File: src/rtl/alu_cmd_pkg.sv
// Shared types and constants for the ALU command controller: FSM states,
// unit encoding, op-code constants and the queued command payload.
package alu_cmd_pkg;

    localparam int unsigned DATA_W = 8;
    localparam int unsigned OP_W   = 2;

    typedef enum logic [2:0] {
        IDLE,
        ISSUE,
        CAPTURE,
        RESULT,
        CLEAR
    } state_t;

    localparam logic UNIT_A = 1'b0;
    localparam logic UNIT_B = 1'b1;

    localparam logic [OP_W-1:0] OP_0 = 2'b00;
    localparam logic [OP_W-1:0] OP_1 = 2'b01;
    localparam logic [OP_W-1:0] OP_2 = 2'b10;
    localparam logic [OP_W-1:0] OP_3 = 2'b11;

    typedef struct packed {
        logic              unit;
        logic [OP_W-1:0]   op;
        logic [DATA_W-1:0] a;
        logic [DATA_W-1:0] b;
    } cmd_t;

    // Op code seen by one unit: the command's op if it targets that unit, else zero.
    function automatic logic [OP_W-1:0] op_for(cmd_t c, logic unit);
        return (c.unit == unit) ? c.op : OP_0;
    endfunction

endpackage

File: src/rtl/alu_cmd_fifo.sv
// In-order command queue; DEPTH must be a power of two so pointers wrap naturally.
module alu_cmd_fifo
    import alu_cmd_pkg::*;
#(
    parameter int unsigned DEPTH = 4
) (
    input  logic                   clk,
    input  logic                   rst_n,
    input  logic                   push,
    input  logic                   pop,
    input  cmd_t                   wdata,
    output cmd_t                   rdata,
    output logic                   full,
    output logic                   empty,
    output logic [$clog2(DEPTH):0] level
);

    localparam int unsigned PTR_W = $clog2(DEPTH);
    localparam int unsigned LVL_W = PTR_W + 1;

    cmd_t             mem [DEPTH];
    logic [PTR_W-1:0] wr_ptr;
    logic [PTR_W-1:0] rd_ptr;
    logic             do_push;
    logic             do_pop;

    assign full    = (level == LVL_W'(DEPTH));
    assign empty   = (level == '0);
    assign do_push = push && !full;
    assign do_pop  = pop && !empty;
    assign rdata   = mem[rd_ptr];

    always_ff @(posedge clk or negedge rst_n) begin
        if (!rst_n) begin
            wr_ptr <= '0;
            rd_ptr <= '0;
            level  <= '0;
        end else begin
            if (do_push) wr_ptr <= wr_ptr + PTR_W'(1);
            if (do_pop)  rd_ptr <= rd_ptr + PTR_W'(1);
            case ({do_push, do_pop})
                2'b10:   level <= level + LVL_W'(1);
                2'b01:   level <= level - LVL_W'(1);
                default: level <= level;
            endcase
        end
    end

    // Storage needs no reset: entries are only read once written.
    always_ff @(posedge clk) begin
        if (do_push) mem[wr_ptr] <= wdata;
    end

endmodule

File: src/rtl/alu_cmd_ctrl.sv
// Sequences queued commands onto a two-unit ALU and returns captured results.
// Define ALU_CMD_CTRL_FIFO_EN for a FIFO_DEPTH command queue; otherwise one holding register.
module alu_cmd_ctrl
    import alu_cmd_pkg::*;
#(
    parameter int unsigned FIFO_DEPTH = 4,
    parameter int unsigned IRQ_CNT_W  = 8
) (
    input  logic                 alu_clk,
    input  logic                 rst_n,
    input  logic                 cmd_valid,
    output logic                 cmd_ready,
    input  logic                 cmd_unit,
    input  logic [OP_W-1:0]      cmd_op,
    input  logic [DATA_W-1:0]    cmd_a,
    input  logic [DATA_W-1:0]    cmd_b,
    output logic                 alu_enable,
    output logic                 alu_enable_a,
    output logic                 alu_enable_b,
    output logic [OP_W-1:0]      alu_op_a,
    output logic [OP_W-1:0]      alu_op_b,
    output logic [DATA_W-1:0]    alu_in_a,
    output logic [DATA_W-1:0]    alu_in_b,
    output logic                 alu_irq_clr,
    input  logic [DATA_W-1:0]    alu_out,
    input  logic                 alu_irq,
    output logic                 res_valid,
    input  logic                 res_ready,
    output logic [DATA_W-1:0]    res_data,
    output logic                 res_irq,
    output logic [IRQ_CNT_W-1:0] irq_count
);

    state_t state;
    state_t state_next;
    cmd_t   cmd_in;
    cmd_t   head;
    logic   head_valid;
    logic   push;
    logic   pop;
    logic   ready_next;

    assign cmd_in = '{unit: cmd_unit, op: cmd_op, a: cmd_a, b: cmd_b};
    assign push   = cmd_valid && cmd_ready;
    assign pop    = (state == IDLE) && head_valid;

`ifdef ALU_CMD_CTRL_FIFO_EN
    localparam int unsigned LVL_W = $clog2(FIFO_DEPTH) + 1;

    logic [LVL_W-1:0] level;
    logic             full;
    logic             empty;

    alu_cmd_fifo #(
        .DEPTH (FIFO_DEPTH)
    ) u_fifo (
        .clk   (alu_clk),
        .rst_n (rst_n),
        .push  (push),
        .pop   (pop),
        .wdata (cmd_in),
        .rdata (head),
        .full  (full),
        .empty (empty),
        .level (level)
    );

    assign head_valid = !empty;
    // Ready for next cycle: full stays full unless popped; otherwise fills only on a lone push at D-1.
    assign ready_next = full ? pop
                             : !(push && !pop && (level == LVL_W'(FIFO_DEPTH - 1)));
`else
    cmd_t hold;
    logic hold_valid;
    logic hold_valid_next;

    always_ff @(posedge alu_clk or negedge rst_n) begin
        if (!rst_n) begin
            hold       <= '0;
            hold_valid <= 1'b0;
        end else begin
            if (push) hold <= cmd_in;
            hold_valid <= hold_valid_next;
        end
    end

    assign hold_valid_next = push ? 1'b1 : (pop ? 1'b0 : hold_valid);
    assign head            = hold;
    assign head_valid      = hold_valid;
    assign ready_next      = (state_next == IDLE) && !hold_valid_next;
`endif

    // Next-state decode.
    always_comb begin
        state_next = state;
        case (state)
            IDLE:    if (head_valid) state_next = ISSUE;
            ISSUE:   state_next = CAPTURE;
            CAPTURE: state_next = RESULT;
            RESULT:  if (res_ready) state_next = res_irq ? CLEAR : IDLE;
            CLEAR:   state_next = IDLE;
            default: state_next = IDLE;
        endcase
    end

    // State and all registered outputs, decoded from the upcoming state.
    always_ff @(posedge alu_clk or negedge rst_n) begin
        if (!rst_n) begin
            state        <= IDLE;
            cmd_ready    <= 1'b0;
            alu_enable   <= 1'b0;
            alu_enable_a <= 1'b0;
            alu_enable_b <= 1'b0;
            alu_op_a     <= '0;
            alu_op_b     <= '0;
            alu_in_a     <= '0;
            alu_in_b     <= '0;
            alu_irq_clr  <= 1'b1;
            res_valid    <= 1'b0;
            res_data     <= '0;
            res_irq      <= 1'b0;
            irq_count    <= '0;
        end else begin
            state        <= state_next;
            cmd_ready    <= ready_next;
            alu_enable   <= (state_next == ISSUE);
            alu_enable_a <= (state_next == ISSUE) && (head.unit == UNIT_A);
            alu_enable_b <= (state_next == ISSUE) && (head.unit == UNIT_B);
            alu_irq_clr  <= (state_next == IDLE) || (state_next == CLEAR);
            res_valid    <= (state_next == RESULT);
            if (pop) begin
                alu_op_a <= op_for(head, UNIT_A);
                alu_op_b <= op_for(head, UNIT_B);
                alu_in_a <= head.a;
                alu_in_b <= head.b;
            end
            if (state == CAPTURE) begin
                res_data <= alu_out;
                res_irq  <= alu_irq;
            end
            if ((state == RESULT) && res_ready && res_irq && (irq_count != '1)) begin
                irq_count <= irq_count + IRQ_CNT_W'(1);
            end
        end
    end

endmodule

File: config.mk
export PLATFORM = sky130hd
export DESIGN_NAME = alu_cmd_ctrl
export DESIGN_NICKNAME = d
export VERILOG_FILES = /design/src/rtl/alu_cmd_pkg.sv /design/src/rtl/alu_cmd_fifo.sv /design/src/rtl/alu_cmd_ctrl.sv
export SDC_FILE = /design/constraint.sdc
export NUM_CORES = 1
export LEC_CHECK = 0
export BUFFER_PORTS_ARGS = -buffer_cell sky130_fd_sc_hd__buf_2
export CORE_AREA = 10 10 67 111
export CTS_CLUSTER_SIZE = 25
export DETAILED_ROUTE_END_ITERATION = 8
export DIE_AREA = 0 0 77 121
export HOLD_SLACK_MARGIN = 0.15
export PLACE_DENSITY_LB_ADDON = 0.25
export SLEW_MARGIN = 5
export SYNTH_ARGS = -nofsm -noshare
export SYNTH_HDL_FRONTEND = slang
export SYNTH_SLANG_ARGS = --single-unit
File: constraint.sdc
create_clock -name alu_clk -period 1.4 [get_ports alu_clk]
set_input_delay 0.28 -clock alu_clk [delete_from_list [all_inputs] [get_ports alu_clk]]
set_output_delay 0.28 -clock alu_clk [all_outputs]
set_load 0.01 [all_outputs]
Word level (Yosys, flattened, before mapping) --
Cells that the tools add are included.
Operators by class: add/subtract/negate cells 1, eq/ne operators 7, muxes and demuxes 8, bitwise logic cells 1, reduce and logical (&&, ||, !) cells 12
Operators by type and width (number):
- 3-bit case mux with 4 select lines | 1
- 3-bit by 2-bit equality test with 1-bit output, second input constant | 3
- 3-bit two-way mux | 3
- 8-bit by 1-bit adder with 8-bit output, second input constant | 1
- 1-bit logical AND | 8
- 8-bit != test, second input constant | 1
- 3-bit by 1-bit equality test with 1-bit output, second input constant | 2
- 3-bit logical NOT | 2
- 2-bit two-way mux | 2
- 3-bit equality test, second input constant | 1
- 1-bit two-way mux | 2
- 1-bit logical NOT | 1
- 1-bit logical OR | 1
- 1-bit NOT | 1
Word-level totals: register bits after elaboration 66, bits of input ports 32, output and inout bits 43, logic and storage cells 48

Depth between registers and ports, before layout --
Gate-level depths: netlist of the first run.
word-level depth 6, gate-level depth with buffers 5, mapped depth without buffers 5

Worst setup path before layout of the first run --
No wires, ideal clock.
path kind register -> register, start register state[2], end register irq_count[6], setup time 0.125 ns, arrival time 1.429 ns, required time 1.275 ns, path slack -0.154 ns, stages on the path, launching flop included 5, path buffers 0, period minus slack after synthesis 1.554 ns, cells stage by stage dfrtp_1 -> and2b_1 -> nand4_4 -> or3_1 -> mux2_4
Between the ends: cells in the longest elaborated chain, start to end 4
RTL lines:
- from (decl) | RTL line alu_cmd_ctrl.sv:34 | state_t state;
- from (signal assigned) | RTL line alu_cmd_ctrl.sv:124 | state <= state_next;
- 3-bit by 2-bit equality test with 1-bit output | RTL line alu_cmd_ctrl.sv:141 | if ((state == RESULT) && res_ready && res_irq && (irq_count != '1)) begin
- 1-bit logical AND (3 in a row) | RTL line alu_cmd_ctrl.sv:141
- to (signal assigned) | RTL line alu_cmd_ctrl.sv:142 | irq_count <= irq_count + IRQ_CNT_W'(1);
- to (decl) | RTL line alu_cmd_ctrl.sv:31 | output logic [IRQ_CNT_W-1:0] irq_count
Every way passes these cells. A chain may end at the register's enable or synchronous reset.

Final worst setup path of the first run --
Same ends and word-level chain as after synthesis.

==> qor.yml, run 1 <==
rsz0062_at_grt: "true"
setup_viol: 21
hold_ws_ps: 167
cts_made_buffers: 9
grt_overflow_total: 0
max_freq_ghz: 0.657
hold_viol_final: 0
critical_path_required_ps: 1620
via_per_inst: 4.76
power.density_nw_per_um2: 2190
fillers: 465
antenna_found_initial: 0
htree_levels: 3
reg2reg_from: "state[2]$_DFF_PN0_"
antenna_left: 0
area_delta_synth_final_pct: 38.2
violations: "setup timing"
syn_inst: 173
grt_max_degree: 67
fin_ws_ps: -122
grt_pass1_vias: 1919
post-dp-hpwl_um: 3930
die_x_um: 77
worst_clock_skew_ps: 9.63
worstPathMaxFanout: 4
crit_path_start_kind: "flop"
die_y_um: 121
cap_violations: 0
cts_tree: "yes"
clk_latency_ps: 340
cts_max_path_buffers: 2
post_drt_wl_per_cell_um: 15.2
num_vias: 1712
synthesis.area_um2: 2520
synth_warnings: 0
p_leak_uw: 0.00174
io_buffers: 74
status: "complete, but fails checks"
routed_wl_um: 5480
timing.final.max_slew_violations: 0
num_antenna_cells: 0
syn_nets: 206
ioPinCount: 75
yosysUniqueCellTypes: 27
reg2reg_to: "irq_count[6]$_DFFE_PN0P_"
num-nets-final: 313
worst_setup_path_end_kind: "flop"
fp.dieArea_um2: 9320
hold_end: "head[9]$_DFFE_PN0P_"
path_class: "reg2reg"
drt-pass1-iter-count: 3
hold_depth: 2
min_period_ps: 1520
ir_worst_vdd_mv: 1.04
hp-class: "in2reg"
root_buffer: "clkbuf_8"
hold_path.startpoint: "cmd_a[1]"
seq_area_frac_synth_pct: 65.5
grtUsageTotal_pct: 12.1
drc: 0
worstRegToRegCells: 4
worst_pin_slew_ps: 353
setup_tns_ps: -693
clk_pin_slew_ps: 70
initial_utilization_pct: 45.6
first_iter_violations: 81
globalplace.congestion: 0.763
drive_above_1_share_pct: 61.6
avgSynthCellArea_um2: 14.6
ff2ff_setup_slack_ps: -120
grt_pass1_wl_um: 8870
worstPathArrival_ps: 1740
max_slew_margin_pct: 76.4
synth_seq_cells: 66
min_period_over_period_pct: 109
cts.sinks: 66
core_area_um2: 5540
rows: 36
power by group:
part           switching (µW)  internal [µW]  leakage (µW)
combinational            1240           1650      0.000843
clock                     645            856     0.0000962
sequential                452           2770      0.000805
cell families after synthesis:
family	share of synthesized area, %
AOI/OAI and AO/OA	2.03
xor gates and xnor gates	1.74
adders and majority gates	0.496
buffers and inverters	1.59
DFF	65.5
muxes	21.1
and+or+nand+nor	7.54
registers in the layout (all words and copies together) (netlist names), 2 cells and up:
signal,flops
state,3
alu_op_a,2
head,19
alu_in_b,8
res_data,8
alu_in_a,8
irq_count,8
alu_op_b,2
layer usage:
layer	global-route usage, %	routed length [µm]
met5	0	0
met4	8.72	119
met3	4.30	423
met2	20.8	2880
met1	11.6	2060
area by class of cell:
type	count	area, µm²	share of cell area [%]
Sequential cell	66	1650	47.4
Multi-Input combinational cell	97	922	26.4
Timing Repair Buffer	101	612	17.5
Clock buffer	12	145	4.16
Tap cell	76	95.1	2.73
Clock inverter	3	40.0	1.15
Inverter	5	18.8	0.538
layout by cell type, fill, tap and decap left out, types with 2 or more instances in the layout:
master and count:
mux2_4 9, clkbuf_1 2, clkinv_2 2, buf_4 20, nand2b_1 2, nor2_1 3
o21ai_0 4, nand2_1 11, dlygate4sd3_1 2, buf_6 5, clkbuf_8 10, o21ai_1 2
mux2_2 38, buf_2 73, inv_1 5, dfrtp_1 64, nor3_2 3, xor2_1 4
nand3_1 3
stage by stage:
step | instances | setup slack, ps | util [%] | cell area (µm²) | total power [µW]
6_report | 360 | -122 | 62.9 | 3490 | 7620
5_1_grt | 360 | -165 | 62.9 | 3490 | 8130
4_1_cts | 356 | -129 | 61.1 | 3390 | 7500
3_5_place_dp | 337 | -145 | 56.5 | 3130 | 5860
3_3_place_gp | 337 | -115 | 56.5 | 3130 | 5740
2_1_floorplan | 173 | -154 | - | 2530 | 4670
what timing repair did:
item / CTS / global route
gates cloned: 1 / 0
endpoints found under the setup margin: 34 / 37
buffers inserted: 1 / 4
endpoints found under the hold margin: 66 / 0
resized for setup: 11 / 19
pin swaps: 1 / 3
hold buffers: 2 / 0
how the worst max path moves through the flow:
stage,end,slack [ps],cells after the start,startpoint
floorplan,irq_count[6]$_DFFE_PN0P_,-150,4,state[2]$_DFF_PN0_
global placement,irq_count[6]$_DFFE_PN0P_,-120,4,state[2]$_DFF_PN0_
finish,irq_count[6]$_DFFE_PN0P_,-120,4,state[2]$_DFF_PN0_
global route,irq_count[6]$_DFFE_PN0P_,-160,4,state[2]$_DFF_PN0_
CTS,irq_count[6]$_DFFE_PN0P_,-130,4,state[2]$_DFF_PN0_
detailed placement,irq_count[6]$_DFFE_PN0P_,-140,4,state[2]$_DFF_PN0_
synth_stat cells:
cell type,number,area share [%]
o21ai_0,6,1.2
nand4_4,1,0.84
nand2b_1,2,0.50
ha_1,1,0.50
nor4b_1,1,0.35
dfstp_2,1,1.0
inv_1,5,0.74
nand4_1,1,0.25
xor2_1,4,1.4
mux2_2,46,21
nand2_2,1,0.25
o21bai_1,1,0.30
mux2_4,1,0.59
or3_1,1,0.25
nor3b_1,2,0.59
and2b_1,1,0.30
dfrtp_1,65,64
nor2_1,5,0.74
clkbuf_1,3,0.45
or2_2,1,0.25
buf_2,2,0.40
a31oi_1,1,0.25
xnor2_1,1,0.35
nand3_1,3,0.59
nor3_1,5,0.99
a21boi_0,1,0.30
nand2_1,11,1.6
critical path: stages (launching register included):
cell and delay [ps]:
dfrtp_1 370, and2b_2 240, nand4_4 120, or3_4 380, mux2_4 300
Note: power is estimated with default switching activity, not from simulation.
==> run 2, diff against run 1 <==
--- a/config.mk
+++ b/config.mk
@@ -13,4 +13,5 @@
 export HOLD_SLACK_MARGIN = 0.15
 export PLACE_DENSITY_LB_ADDON = 0.25
+export SKIP_LAST_GASP = 1
 export SLEW_MARGIN = 5
 export SYNTH_ARGS = -nofsm -noshare
==> constraint.sdc (replaced) <==
create_clock -name alu_clk -period 1.4 [get_ports alu_clk]
set_input_delay 0.28 -clock alu_clk [delete_from_list [all_inputs] [get_ports alu_clk]]
set_output_delay 0.28 -clock alu_clk [all_outputs]
set_load 0.05 [all_outputs]
==> qor.yml, run 2 (synthesized netlist as in run 1, its figures left out) <==
register_area_um2: 1660
met3_length_um: 378
num_antenna_cells: 0
drt-pass1-iter-count: 4
initial_utilization_pct: 45.6
multi_input_area_um2: 923
antenna_left: 0
hold_ws_ps: 177
final_common_cell: "buf_2"
cts_made_buffers: 9
grtUsageTotal_pct: 12.1
worst_setup_path_end_kind: "flop"
stdcell_area_um2: 3500
final_cell_mix: "buf_2, dfrtp_1, mux2_2"
grt_pass1_wl_um: 8940
max_slew_margin_pct: 76.7
hold_path.startpoint: "cmd_a[2]"
cts_tree: "yes"
drive_above_1_share_pct: 63.3
wl_met2_um: 2880
worstRegToRegCells: 4
via_per_inst: 4.79
worst_clock_skew_ps: 5.45
rsz0062_at_grt: "true"
crit_chain: "ha_4 > nand4_1 > or3_4 > mux2_4"
hp-class: "in2reg"
p_leak_uw: 0.00171
ff2ff_setup_slack_ps: -120
worst_pin_slew_ps: 349
grt_max_degree: 67
htree_levels: 3
area_delta_synth_final_pct: 38.8
m1WireLength_um: 2190
hold_depth: 2
clk_pin_slew_ps: 70
reg2reg_from: "irq_count[1]$_DFFE_PN0P_"
grt_overflow_total: 0
p_total_uw: 9140
rows: 36
num-nets-final: 306
core_area_um2: 5540
root_buffer: "clkbuf_8"
cap_violations: 0
worstPathMaxFanout: 3
timing.final.max_slew_violations: 0
routed_wl_um: 5550
reg2reg_to: "irq_count[6]$_DFFE_PN0P_"
status: "complete, but fails checks"
max_freq_ghz: 0.657
cp_num_buf_inv: 0
globalplace.congestion: 0.783
path_class: "reg2reg"
io_buffers: 74
worstPathArrival_ps: 1740
cts_max_path_buffers: 2
num_vias: 1697
antenna_found_initial: 0
violations: "setup timing"
clk_latency_ps: 330
largest_reg_flops: 19
drc: 0
post_drt_wl_per_cell_um: 15.7
fp.dieArea_um2: 9320
grt_pass1_vias: 1776
min_period_over_period_pct: 109
cts.sinks: 66
routed.top_layer: "met4"
die_y_um: 121
critical_path_required_ps: 1620
post-dp-hpwl_um: 3820
hold_viol_final: 0
final_util_pct: 63.2
critPathMaxStageDelay_ps: 400
setup_viol: 9
ioPinCount: 75
crit_path_start_kind: "flop"
min_period_ps: 1520
die_x_um: 77
fillers: 449
first_iter_violations: 85
fin_ws_ps: -122
crit_path_start: "irq_count[1]$_DFFE_PN0P_"
hold_end: "head[10]$_DFFE_PN0P_"
dpl_cell_area_um2: 3130
ir_worst_vdd_mv: 1.53
crit_path_top_delay_cell: "dfrtp_2"
cpLargestDelayFamily: "simple AND/OR/NAND/NOR gates"
power.density_nw_per_um2: 2610
-- run 2: cell count changes in the layout (fill, tap and decap cells not counted), sizes merged --
cell         previous run  this run
buf                    99        93
bufinv                  1         0
clkbuf                 12        13
clkinv                  2         3
dlygate4sd3             2         1
-- run 2: repair_timing --
| action | CTS | global route |
|---|---|---|
| hold endpoints to repair | 65 | 0 |
| hold buffers | 1 | 0 |
| gates cloned | 2 | 1 |
| buffers inserted | 3 | 1 |
| pin swaps | 4 | 4 |
| endpoints found under the setup margin | 17 | 37 |
| resized for setup | 14 | 18 |
-- run 2: worst max path at each step --
stage | to | slack, ps | depth (start not counted)
finish | irq_count[6]$_DFFE_PN0P_ | -120 | 4
global route | irq_count[1]$_DFFE_PN0P_ | -180 | 5
CTS | irq_count[6]$_DFFE_PN0P_ | -120 | 4
detailed placement | irq_count[6]$_DFFE_PN0P_ | -140 | 4
global placement | irq_count[6]$_DFFE_PN0P_ | -110 | 4
floorplan | irq_count[6]$_DFFE_PN0P_ | -190 | 4
-- run 2: worst reg2reg max path, stage by stage, from the launching register on --
cell and delay [ps]:
dfrtp_2 400, ha_4 140, nand4_1 190, or3_4 390, mux2_4 300
-- run 2: layout make-up --
type	instances	area share, %
inverters	5	0.536
multi-input cells	97	26.4
clock buffers	13	4.54
well taps	76	2.71
clock inverters	3	0.429
repair buffers	94	18.0
flip-flops and latches	66	47.5
-- run 2: metrics by stage --
step / cells / setup TNS, ps / worst slack, ps
6_report: 354 / -425 / -122
2_1_floorplan: 173 / -727 / -195
5_1_grt: 354 / -1970 / -179
4_1_cts: 352 / -621 / -122
3_5_place_dp: 331 / -423 / -142
3_3_place_gp: 331 / -206 / -109
-- run 2: power by group --
group	total, µW	leakage [µW]	internal [µW]	switching [µW]
Clock	1400	0.0000932	732	665
Sequential	3280	0.000796	2790	494
Combinational	4470	0.000826	1640	2820
-- run 2: per-layer routing --
metal	track usage, %	vias to the layer above
li1	-	803
met1	12.5	836
met4	6.19	0
met2	20.7	49
met5	0	-
met3	4.97	9
